[src/rtl/mips_pkg.sv]
`default_nettype none
// ============================================================================
// Module      : mips_pkg
// Description : Shared MIPS32 definitions. Holds the primary opcodes that the
//               control unit decodes, the encoder's op-class enum and the
//               encoder state enum.
// Revision    : 1.0  initial release
// ============================================================================
package mips_pkg;

    // Primary opcodes (instr[31:26]), shared with the control unit
    localparam logic [5:0] OP_RTYPE = 6'd0;
    localparam logic [5:0] OP_J     = 6'd2;
    localparam logic [5:0] OP_BEQ   = 6'd4;
    localparam logic [5:0] OP_BNE   = 6'd5;
    localparam logic [5:0] OP_LW    = 6'd35;
    localparam logic [5:0] OP_SW    = 6'd43;

    // Descriptor operation class; codes 6 and 7 are illegal
    typedef enum logic [2:0] {
        CLS_R   = 3'd0,
        CLS_J   = 3'd1,
        CLS_BEQ = 3'd2,
        CLS_BNE = 3'd3,
        CLS_LW  = 3'd4,
        CLS_SW  = 3'd5
    } op_class_t;

    // Encoder control states
    typedef enum logic [1:0] {
        ST_IDLE = 2'd0,
        ST_RUN  = 2'd1,
        ST_FULL = 2'd2
    } state_t;

endpackage
`default_nettype wire

[src/rtl/instr_pack.sv]
`default_nettype none
// ============================================================================
// Module      : instr_pack
// Description : Combinational MIPS32 field packer. Turns an op class plus
//               register/immediate/target fields into a 32-bit instruction
//               word and flags op classes that have no encoding.
// Revision    : 1.0  initial release
// ============================================================================
module instr_pack
    import mips_pkg::*;
(
    input  logic [2:0]  i_op,
    input  logic [4:0]  i_rs,
    input  logic [4:0]  i_rt,
    input  logic [4:0]  i_rd,
    input  logic [5:0]  i_funct,
    input  logic [15:0] i_imm,
    input  logic [25:0] i_target,
    output logic [31:0] o_word,
    output logic        o_illegal
);

    // Select the instruction format for the op class; unused fields ignored
    always_comb begin
        o_word    = 32'd0;
        o_illegal = 1'b0;
        case (op_class_t'(i_op))
            CLS_R:   o_word = {OP_RTYPE, i_rs, i_rt, i_rd, 5'd0, i_funct};
            CLS_J:   o_word = {OP_J, i_target};
            CLS_BEQ: o_word = {OP_BEQ, i_rs, i_rt, i_imm};
            CLS_BNE: o_word = {OP_BNE, i_rs, i_rt, i_imm};
            CLS_LW:  o_word = {OP_LW, i_rs, i_rt, i_imm};
            CLS_SW:  o_word = {OP_SW, i_rs, i_rt, i_imm};
            default: o_illegal = 1'b1;
        endcase
    end

endmodule
`default_nettype wire

[src/rtl/instr_encoder.sv]
`default_nettype none
// ============================================================================
// Module      : instr_encoder
// Description : Sequential MIPS32 instruction encoder / instruction-memory
//               writer. Accepts descriptors over valid/ready, packs them and
//               writes the words to consecutive word addresses until the
//               memory is full.
//               Optional macro INSTR_ENCODER_CHECKSUM_EN adds a running XOR
//               checksum output of all words written since start.
// Revision    : 1.0  initial release
// ============================================================================
module instr_encoder
    import mips_pkg::*;
#(
    parameter int ADDR_W = 10
) (
    input  logic              clk,
    input  logic              rst,
    input  logic              start,
    input  logic              in_valid,
    output logic              in_ready,
    input  logic [2:0]        in_op,
    input  logic [4:0]        in_rs,
    input  logic [4:0]        in_rt,
    input  logic [4:0]        in_rd,
    input  logic [5:0]        in_funct,
    input  logic [15:0]       in_imm,
    input  logic [25:0]       in_target,
    output logic              mem_we,
    output logic [ADDR_W-1:0] mem_addr,
    output logic [31:0]       mem_wdata,
    output logic [ADDR_W:0]   count,
`ifdef INSTR_ENCODER_CHECKSUM_EN
    output logic [31:0]       checksum,
`endif
    output logic              full,
    output logic              err
);

    localparam logic [ADDR_W:0] c_DEPTH = (ADDR_W+1)'(1) << ADDR_W;

    state_t              r_state;
    logic [ADDR_W-1:0]   r_ptr;
    logic [ADDR_W:0]     r_count;
    logic                r_err;
    logic [31:0]         w_word;
    logic                w_illegal;
    logic                w_full;
    logic                w_accept;

    instr_pack u_pack (
        .i_op      (in_op),
        .i_rs      (in_rs),
        .i_rt      (in_rt),
        .i_rd      (in_rd),
        .i_funct   (in_funct),
        .i_imm     (in_imm),
        .i_target  (in_target),
        .o_word    (w_word),
        .o_illegal (w_illegal)
    );

    // Full flag and handshake derive directly from state/count so that a
    // start pulse blocks acceptance in the same cycle
    assign w_full   = (r_count == c_DEPTH);
    assign in_ready = (r_state == ST_RUN) && !w_full && !start;
    assign w_accept = in_valid && in_ready;
    assign full     = w_full;
    assign count    = r_count;
    assign err      = r_err;

    // Control FSM, write pointer and registered memory-write port
    always_ff @(posedge clk or posedge rst) begin
        if (rst) begin
            r_state   <= ST_IDLE;
            r_ptr     <= '0;
            r_count   <= '0;
            r_err     <= 1'b0;
            mem_we    <= 1'b0;
            mem_addr  <= '0;
            mem_wdata <= 32'd0;
        end else begin
            mem_we <= 1'b0;
            if (start) begin
                r_state <= ST_RUN;
                r_ptr   <= '0;
                r_count <= '0;
                r_err   <= 1'b0;
            end else if (w_accept) begin
                if (w_illegal) begin
                    // Descriptor is consumed but produces no write
                    r_err <= 1'b1;
                end else begin
                    mem_we    <= 1'b1;
                    mem_addr  <= r_ptr;
                    mem_wdata <= w_word;
                    r_ptr     <= r_ptr + ADDR_W'(1);
                    r_count   <= r_count + (ADDR_W+1)'(1);
                    if (r_count + (ADDR_W+1)'(1) == c_DEPTH) begin
                        r_state <= ST_FULL;
                    end
                end
            end
        end
    end

`ifdef INSTR_ENCODER_CHECKSUM_EN
    logic [31:0] r_checksum;

    // Fold each strobed word into the running XOR one edge after the strobe
    always_ff @(posedge clk or posedge rst) begin
        if (rst) begin
            r_checksum <= 32'd0;
        end else if (start) begin
            r_checksum <= 32'd0;
        end else if (mem_we) begin
            r_checksum <= r_checksum ^ mem_wdata;
        end
    end

    assign checksum = r_checksum;
`endif

endmodule
`default_nettype wire

[config.mk]
export PLATFORM = sky130hd
export DESIGN_NAME = instr_encoder
export DESIGN_NICKNAME = d
export VERILOG_FILES = /design/src/rtl/mips_pkg.sv /design/src/rtl/instr_pack.sv /design/src/rtl/instr_encoder.sv
export SDC_FILE = /design/constraint.sdc
export NUM_CORES = 1
export LEC_CHECK = 0
export CAP_MARGIN = 20
export CORE_MARGIN = 4
export CORE_UTILIZATION = 45
export CTS_CLUSTER_SIZE = 24
export DETAILED_ROUTE_END_ITERATION = 16
export PLACE_DENSITY = 0.8
export SLEW_MARGIN = 5
export SYNTH_ARGS = -nofsm -noshare
export SYNTH_HDL_FRONTEND = slang
export SYNTH_SLANG_ARGS = --single-unit
[constraint.sdc]
create_clock -name clk -period 2.4 [get_ports clk]
set_input_delay 0.48 -clock clk [delete_from_list [all_inputs] [get_ports clk]]
set_output_delay 0.48 -clock clk [all_outputs]
set_load 0.03 [all_outputs]
# --- After elaboration in Yosys (flattened, before gate mapping) ---
# Index checks and enable logic that the tools add are counted.
word_totals:
  ff_bits: 67
  latchBits: 0
  ram_bits: 0
  mem_bits_ro: 0
  in_bits: 70
  out_inout_bits: 57
  wordCells: 50
  mem_count: 0
op_classes:
  n_addsub: 2
  n_mul: 0
  div: 0
  n_lt_le_gt_ge: 0
  eq_ne: 9
  shifts: 0
  mux: 17
  bitwise_logic: 1
  n_reduce_logical: 14
ops:
  columns: ["operator", "count"]
  rows:
  - ["32-bit case mux with 6 select lines", 1]
  - ["11-bit 2-to-1 mux", 3]
  - ["10-bit 2-to-1 mux", 3]
  - ["11-bit equality test, second input constant", 2]
  - ["11-bit by 1-bit adder with 11-bit output, second input constant", 1]
  - ["10-bit by 1-bit adder with 10-bit output, second input constant", 1]
  - ["2-bit 2-to-1 mux", 4]
  - ["3-bit by 2-bit equality test with 1-bit output, second input constant", 2]
  - ["3-bit equality test, second input constant", 2]
  - ["1-bit 2-to-1 mux", 6]
  - ["3-bit AND reduction", 2]
  - ["2-bit nonzero test", 3]
  - ["6-bit OR reduction", 1]
  - ["2-bit AND reduction", 2]
  - ["3-bit by 1-bit equality test with 1-bit output, second input constant", 1]
  - ["1-bit logical AND", 3]
  - ["3-bit logical NOT", 1]
  - ["2-bit by 1-bit equality test with 1-bit output, second input constant", 1]
  - ["1-bit logical NOT", 2]
  - ["2-bit by 1-bit inequality test with 1-bit output, second input constant", 1]
  - ["1-bit NOT", 1]

# --- Logic depth before layout (Yosys ltp) ---
logic_depth:
  word_depth: 7
  depth_mapped: 8

# --- By module ---
# A second synthesis with hierarchy kept.
hier_totals:
  cells_unflattened: 358
  hier_area_um2: 3975.1
modules_own_cells:
  columns: ["module", "n_inst", "cells_per_inst", "area_per_inst_um2", "seq_area_each_um2"]
  rows:
  - ["instr_encoder", 1, 241, 3000.4, 1676.6]
  - ["instr_pack", 1, 117, 974.7, 0.0]

# --- Least setup slack after synthesis ---
# Ideal clock, no wire load.
synth_path:
  kind: "register to output"
  startpoint: "register r_count[0], in the netlist count[0]"
  endpoint: "output port in_ready"
  arrival_ns: 2.324
  required_ns: 1.920
  slack_ns: -0.404
  path_stages_with_launch: 7
  n_path_buf: 1
  path_cell_list: "dfrtp_1 inv_1 ha_1 nand4_1 clkinv_2 buf_2 nor4b_1"
synth_between:
  elab_chain_len: 4
synth_rtl:
  columns: ["item", "line", "rtl"]
  rows:
  - ["start: declaration", "instr_encoder.sv:44", "logic [ADDR_W:0] r_count;"]
  - ["start signal: assignment", "instr_encoder.sv:98", "r_count <= r_count + (ADDR_W+1)'(1);"]
  - ["11-bit equality test", "instr_encoder.sv:65", "assign w_full = (r_count == c_DEPTH);"]
  - ["named net full", "instr_encoder.sv:36", "output logic full,"]
  - ["1-bit logical NOT", "instr_encoder.sv:66", "assign in_ready = (r_state == ST_RUN) && !w_full && !start;"]
  - ["1-bit logical AND (2 in a row)", "instr_encoder.sv:66", null]
  - ["end: declaration", "instr_encoder.sv:21", "output logic in_ready,"]
# The timed path passes the listed nets, and every way through them passes these cells.

# --- Final worst setup path ---
layout_path:
  startpoint: "register r_count[6], in the netlist count[6]"
  endpoint: "output port in_ready"
layout_between:
  elab_chain_len: 4
layout_rtl:
  columns: ["item", "line"]
  rows:
  - ["11-bit equality test", "instr_encoder.sv:65"]
  - ["1-bit logical NOT", "instr_encoder.sv:66"]
  - ["1-bit logical AND (2 in a row)", "instr_encoder.sv:66"]
# Every way passes these cells.

==> impl_metrics.yaml <==
outcome:
  status: "complete, no violations"
clock_network:
  clockBufferDepth: 2
  h-tree-depth: 3
  ctsRootBufferMaster: "clkbuf_8"
  path_clk_slew_ns: 0.07
  clk_latency_ns: 0.35
  cts_tree: "built"
  clkSinkCount: 66
  cts_inserted_buffers: 9
detailed_routing:
  drc_errors: 0
  dr.pass1.iters: 4
  drt_iter0_markers: 184
  wirelength_mm: 10.1
  ant_nets: 0
  vias_per_cell: 5.74
  drt-wirelength-per-cell_um: 17.2
  vias: 3346
power:
  power_density_nw_per_um2: 630
  power_w: 0.00323
  power_leakage_nw: 2.14
  vdd_drop_max_uv: 384
die:
  rows: 31
  io_pins: 127
  die_y_um: 95.5
  coreArea_um2: 7330
  fp.dieArea_um2: 9120
  die_w_um: 95.5
  initial_core_util: 0.470
logic_synthesis:
  synth_top_area_share: 0.479
  yosys-top-cells-area: "dfrtp_1, a21oi_1, a22oi_1"
  avgSynthCellArea_um2: 9.79
  yosysTopAreaCell: "dfrtp_1"
  ys.warnings.count: 0
  synthFlopType: "dfrtp_1"
  synth_edf_count: 0
  synthArstFlopShare: 1.00
  syn_area_um2: 3450
  synth.cells.most_frequent: "dfrtp_1, a21oi_1, a22oi_1"
  yosysUniqueCellTypes: 49
  seq_area_frac_synth: 0.479
  synthMostInstantiatedCell: "dfrtp_1"
  syn_nets: 425
  synth-seq-cells: 66
  netlist_instances: 352
finish:
  fin_nets: 552
  drive_above_1_share: 0.114
  multi_input_area_um2: 1660
  antenna_cells: 0
  layout.area.seq_um2: 1650
  layout.cells.non_filler: 583
  final_area_um2: 5120
  nFillCells: 550
  syn_to_final_growth_pct: 48.6
sta:
  fin_crit_ns: 2.29
  fmax_ghz: 0.436
  hold_viol: 0
  fin_skew_ns: 0.0101
  relSlewSlack: 0.548
  setup_viol: 0
  worstMarginPinSlew_ns: 0.675
  min_period_over_period: 0.955
  timing.setup.tns_ns: 0
  slew_viol_final: 0
  whs_ns: 0.494
critical_path:
  cp-end-kind: "output port"
  cp-start-kind: "register"
  critPathRequiredTime_ns: 1.92
  worstSetupPathType: "reg2out"
  path_max_fanout: 13
  crit_arrival_ns: 1.81
grt:
  grt_pass1_vias: 3240
  grt_max_degree: 67
  track_usage: 0.226
  grt_overflow: 0
  grt_pass1_wl_mm: 15.9
  antenna_found_initial: 0
place:
  placedCellCount: 567
  dp_hpwl_mm: 7.26
  placed_area_um2: 4880
  portBuffers: 125
  place.gp.congestion: 0.892
min_path:
  hp-class: "reg2reg"
job:
  drv_cap: 0
==> worst max-delay path, stage by stage, from the launching register on <==
cell,delay (ns)
dfrtp_1,0.47
nor4_4,0.34
nand4_1,0.23
clkinv_4,0.19
nor4b_2,0.07
buf_4,0.17
==> path summary, 6_finish.rpt <==
path | from | end | slack (ns) | cells after the start
max | count[6] | in_ready | 0.11 | 5
min reg2reg | mem_addr[9] | mem_addr[9] | 0.49 | 1
max reg2reg | count[1] | r_ptr[6] | 0.41 | 7
min | mem_addr[9] | mem_addr[9] | 0.49 | 1
max in group asynchronous | rst | count[0] | 1.57 | 3
min in group asynchronous | rst | mem_addr[3] | 0.52 | 3
==> flip-flops by register name, indices dropped and copies added (netlist names) <==
register and cells:
mem_wdata 31, count 11, mem_addr 10, r_ptr 10
r_state 2, err 1, mem_we 1
==> layout make-up <==
cell class                      instances  area share
Inverter                                8     0.00684
Sequential cell                        66       0.323
Clock buffer                           12      0.0303
Multi-Input combinational cell        252       0.323
Clock inverter                          4      0.0144
Tap cell                               99      0.0242
Timing Repair Buffer                  142       0.278
==> cell usage in the layout (no fill, tap or decap), types with 4 or more instances in the layout <==
cell             Yosys  routed
nand4_1              4       4
mux2i_1             13      13
nor3_1               8       8
inv_1                7       6
nor2_1               7       6
nand2_1             23      23
buf_4                1      15
or3_1                9       9
nand3_1             10      10
dfrtp_1             66      65
or4_1                6       6
o21ai_0             17      17
buf_12               0       4
a22oi_1             25      25
clkdlybuf4s50_1      0     123
a21oi_1             63      63
o31ai_1              8       8
mux2_2               9       9
clkbuf_8             0      11
==> what timing repair did <==
| action | in CTS | in global routing |
|---|---|---|
| hold buffers | 0 | 0 |
| resized for setup | 0 | 4 |
| setup buffers | 0 | 0 |
| endpoints found under the setup margin | 0 | 2 |
==> routing by layer <==
layer | routed length [µm] | GRT usage | part of all wire
met1 | 3870 | 0.272 | 0.39
met2 | 5090 | 0.384 | 0.51
met4 | 206 | 0.0853 | 0.020
met5 | 0 | 0 | 0
met3 | 887 | 0.0655 | 0.088
==> cells by family after synthesis <==
| logic type | share of synthesized area |
|---|---|
| compound gates | 0.240 |
| fa+ha+maj | 0.0109 |
| other cells | 0.00109 |
| flops | 0.479 |
| simple gates | 0.142 |
| xor+xnor | 0.00763 |
| mux | 0.0737 |
| buf+inv | 0.0450 |
==> report_power, final <==
part / internal, W / switching (W)
logic: 0.000395 / 0.000466
registers: 0.00122 / 0.0000694
clock network: 0.000642 / 0.000436
==> metrics by stage <==
step	util	setup slack, ns
final	0.699	0.109
after global routing	0.699	-0.000163
after CTS	0.697	0.0223
after detailed placement	0.665	0.00399
after global placement	0.665	0.120
after floorplan	-	0.0150
No activity file was read; power rests on OpenSTA's default activity.
==> RTL edit 1: new RTL, same settings <==
Register the output `count` once more, with the module's reset; this adds one clock of latency there. The other outputs are not delayed to match.
--- a/src/rtl/instr_encoder.sv
+++ b/src/rtl/instr_encoder.sv
@@ -66,7 +66,13 @@
     assign in_ready = (r_state == ST_RUN) && !w_full && !start;
     assign w_accept = in_valid && in_ready;
     assign full     = w_full;
-    assign count    = r_count;
+    always_ff @(posedge clk or posedge rst) begin
+        if (rst) begin
+            count <= '0;
+        end else begin
+            count <= r_count;
+        end
+    end
     assign err      = r_err;
 
     // Control FSM, write pointer and registered memory-write port
Function: changed (a bounded check fails within 4 cycles, from zero or initial values and one cycle with rst high).
==> RTL edit 1 against the original RTL <==
Area after synthesis is 8.5% higher; design area is 5.7% higher; combinational power is 5.2% lower; die area is 7.7% higher; clock power is 15% lower; routed wire length is 2.8% higher; critical endpoint unchanged; synthesized cell count is 9.1% higher; total power is 1.3% lower; setup slack worse by 0.041 ns; sequential cell count is 11 higher; count of clock-buffer cells in the layout is 1 higher; final cell count is 6.9% higher.
==> RTL edit 1: results (changes against the original RTL) <==
[run_status]
status=complete, no violations

[min_path]
worstHoldPathCells=0  ; -1

[power]
ir_drop_v=0.000303  ; -21%
swShare_pct=29.4  ; -0.67 points
comb_power_share_pct=25.6  ; -1.1 points

[synthesis]
synth.avg_cell_area_um2=9.73  ; -0.58%
synth_cell_type_count=54  ; +10%
synth-adder-area-share_pct=1.00  ; -0.085 points
syn_nets=457  ; +7.5%
ys_seq_area_share_pct=51.6  ; +3.6 points

[placed_design]
dp_cells=608  ; +7.2%
dp_hpwl_um=7640  ; +5.3%
post-place-ws_ns=-0.0515  ; -0.0555 ns

[timing]
hold_ws_ns=0.476  ; -0.0179 ns
finalClockSkew_ns=0.0113  ; +0.00128 ns
tightest_slew_ns=0.754  ; +0.0789 ns

[final_layout]
synthToLayoutAreaGrowth_pct=44.9
num-fill-cells=614  ; +12%

[drt]
avgRoutedWirePerCell_um=16.6  ; -3.8%
routed_via_density=5.44  ; -5.2%

[worst_setup_path]
crit_arrival_ns=1.85  ; +0.04 ns
slowest_delay_ns=0.58  ; +0.11 ns
rr_worst_depth=5  ; -2
r2r_end=r_state[0]
cp_max_fo=3  ; -10

[global_route]
grt_first_pass_wirelength_um=16800  ; +5.9%
track_usage_pct=21.4  ; -1.3 points

## RTL edit 1: worst max-delay path by stage
stage | from | depth (start not counted) | slack [ns] | to
finish | r_count[8] | 4 | 0.07 | in_ready
CTS | r_count[5] | 6 | -0.09 | r_count[3]
detailed placement | r_count[5] | 6 | -0.05 | r_count[3]
floorplan | r_count[8] | 4 | -0.03 | in_ready
global route | r_count[1] | 6 | -0.04 | in_ready
global placement | r_count[5] | 6 | 0.07 | r_count[3]
## RTL edit 1: per-layer routing
layer / vias up / share of wire, % / GRT usage [%]
met5: - / 0 / 0
met4: 0 / 2.5 / 8.61
met3: 25 / 6.8 / 4.98
met2: 127 / 49 / 33.6
met1: 1639 / 42 / 28.7
li1: 1599 / - / -
## RTL edit 1: cell type report
type                            instances  area share [%]
Timing Repair Buffer                  150            27.6
Multi-Input combinational cell        272            30.6
Inverter                                7           0.555
Sequential cell                        77            35.6
Clock inverter                          2           0.647
Clock buffer                           13            2.57
Tap cell                              102            2.36
==> RTL edit 2: new RTL, same flow settings <==
Made on the original files. Build with the macro `INSTR_ENCODER_CHECKSUM_EN` defined.
--- a/src/rtl/instr_encoder.sv
+++ b/src/rtl/instr_encoder.sv
@@ -9,6 +9,8 @@
 //               checksum output of all words written since start.
 // Revision    : 1.0  initial release
 // ============================================================================
+`define INSTR_ENCODER_CHECKSUM_EN
+
 module instr_encoder
     import mips_pkg::*;
 #(
Function (old outputs only; new: checksum): kept (Yosys induction, for registers that start in step).
==> RTL edit 2 against the original RTL <==
Sequential share of layout area grew 3.7 points; register-to-register slack lost 0.09 ns; design area is 32% higher; total power increased by 29%; routed wire length grew 28%; largest cell class is now flip-flops and latches; sequential power grew 47%; combinational power increased by 30%; count of clock-buffer cells in the layout shrank 2; area after synthesis is 37% higher; sequential cell count rose by 31; setup slack gained 0.11 ns.
==> RTL edit 2: results (changes against the original RTL) <==
[synthesis]
ys_seq_area_share_pct=51.5  ; +3.6 points
synthTopCellsByCount=98 x nor2_1, 97 x dfrtp_1, 43 x nand2_1
synth.most_common_cell=nor2_1

[timing]
hold_ws_ns=0.495  ; +0.00121 ns
finalClockSkew_ns=0.00826  ; -0.00180 ns
fin_crit_ns=2.19  ; -0.105 ns

[run_status]
status=complete, no violations

[power]
switchingPower_mw=1.35  ; +39%
leakage_nw=2.89  ; +35%
pg_clk_mw=1.14  ; +6%

[worst_setup_path]
r2r-start=count[0]
r2r_end=count[9]
slowest_delay_ns=0.36  ; -0.11 ns
crit_start=count[0]
rr_worst_depth=9  ; +2

[final_layout]
num-fill-cells=831  ; +51%
drive_gt1_share_pct=10.4  ; -0.98 points
fin_nets=713  ; +29%

[drt]
wirelength_um=12900  ; +28%
drtIter0Drc=204  ; +11%
routed_via_density=5.17  ; -9.8%

[clocking]
clkTransAtPathRegs_ns=0.10  ; +0.03 ns
post_cts_resized=5  ; +5
cts_setup_buffers=1  ; +1

[placed_design]
gp_congestion=0.850  ; -4.6%

[min_path]
hold_end=mem_addr[0]

## RTL edit 2: changes by cell type after synthesis, sizes merged, moves of 6 or more
cell / before / now
a22oi: 25 / 6
nand2: 23 / 43
a2bb2oi: 0 / 10
mux2i: 13 / 21
xnor2: 1 / 12
nor2: 8 / 99
o21ai: 17 / 6
dfrtp: 66 / 97
buf: 14 / 20
a21oi: 64 / 42
or4: 6 / 0
o31ai: 8 / 0
xor2: 2 / 36
## RTL edit 2: layout make-up
cell class / instances / area, µm² / area share [%]
sequential: 97 / 2430 / 35.9
multi-input combinational: 343 / 2130 / 31.5
timing repair buffer: 184 / 1790 / 26.5
tap: 136 / 170 / 2.52
clock buffer: 10 / 138 / 2.04
clock inverter: 6 / 73.8 / 1.09
inverter: 5 / 22.5 / 0.333
## RTL edit 2: stage by stage
| step | area [µm²] | utilization (%) | cells | total power [mW] | worst slack, ns |
|---|---|---|---|---|---|
| after floorplan | 4720 | - | 478 | 2.52 | 0.00365 |
| after global placement | 6540 | 63.6 | 764 | 3.03 | 0.123 |
| after detailed placement | 6540 | 63.6 | 764 | 3.05 | 0.0208 |
| after CTS | 6760 | 65.8 | 781 | 4.19 | 0.00124 |
| after global routing | 6750 | 65.7 | 781 | 4.35 | 0.0934 |
| final | 6750 | 65.7 | 781 | 4.15 | 0.214 |
## RTL edit 2: cell families after synthesis
logic type	Yosys count	synth area share (%)
simple gates	185	18.1
flops	97	51.5
compound gates	72	9.56
xor+xnor	48	8.92
buf+inv	38	3.67
mux	33	7.33
fa+ha+maj	3	0.797
other cells	1	0.0796
## RTL edit 2: layer usage
metal	vias to the layer above	routed length (µm)	share of wire [%]	track usage [%]
li1	1925	-	-	-
met1	1957	5360	42	27.7
met2	153	6280	49	37.2
met3	6	1150	8.9	5.53
met4	0	63	0.49	5.01
met5	-	0	0	0
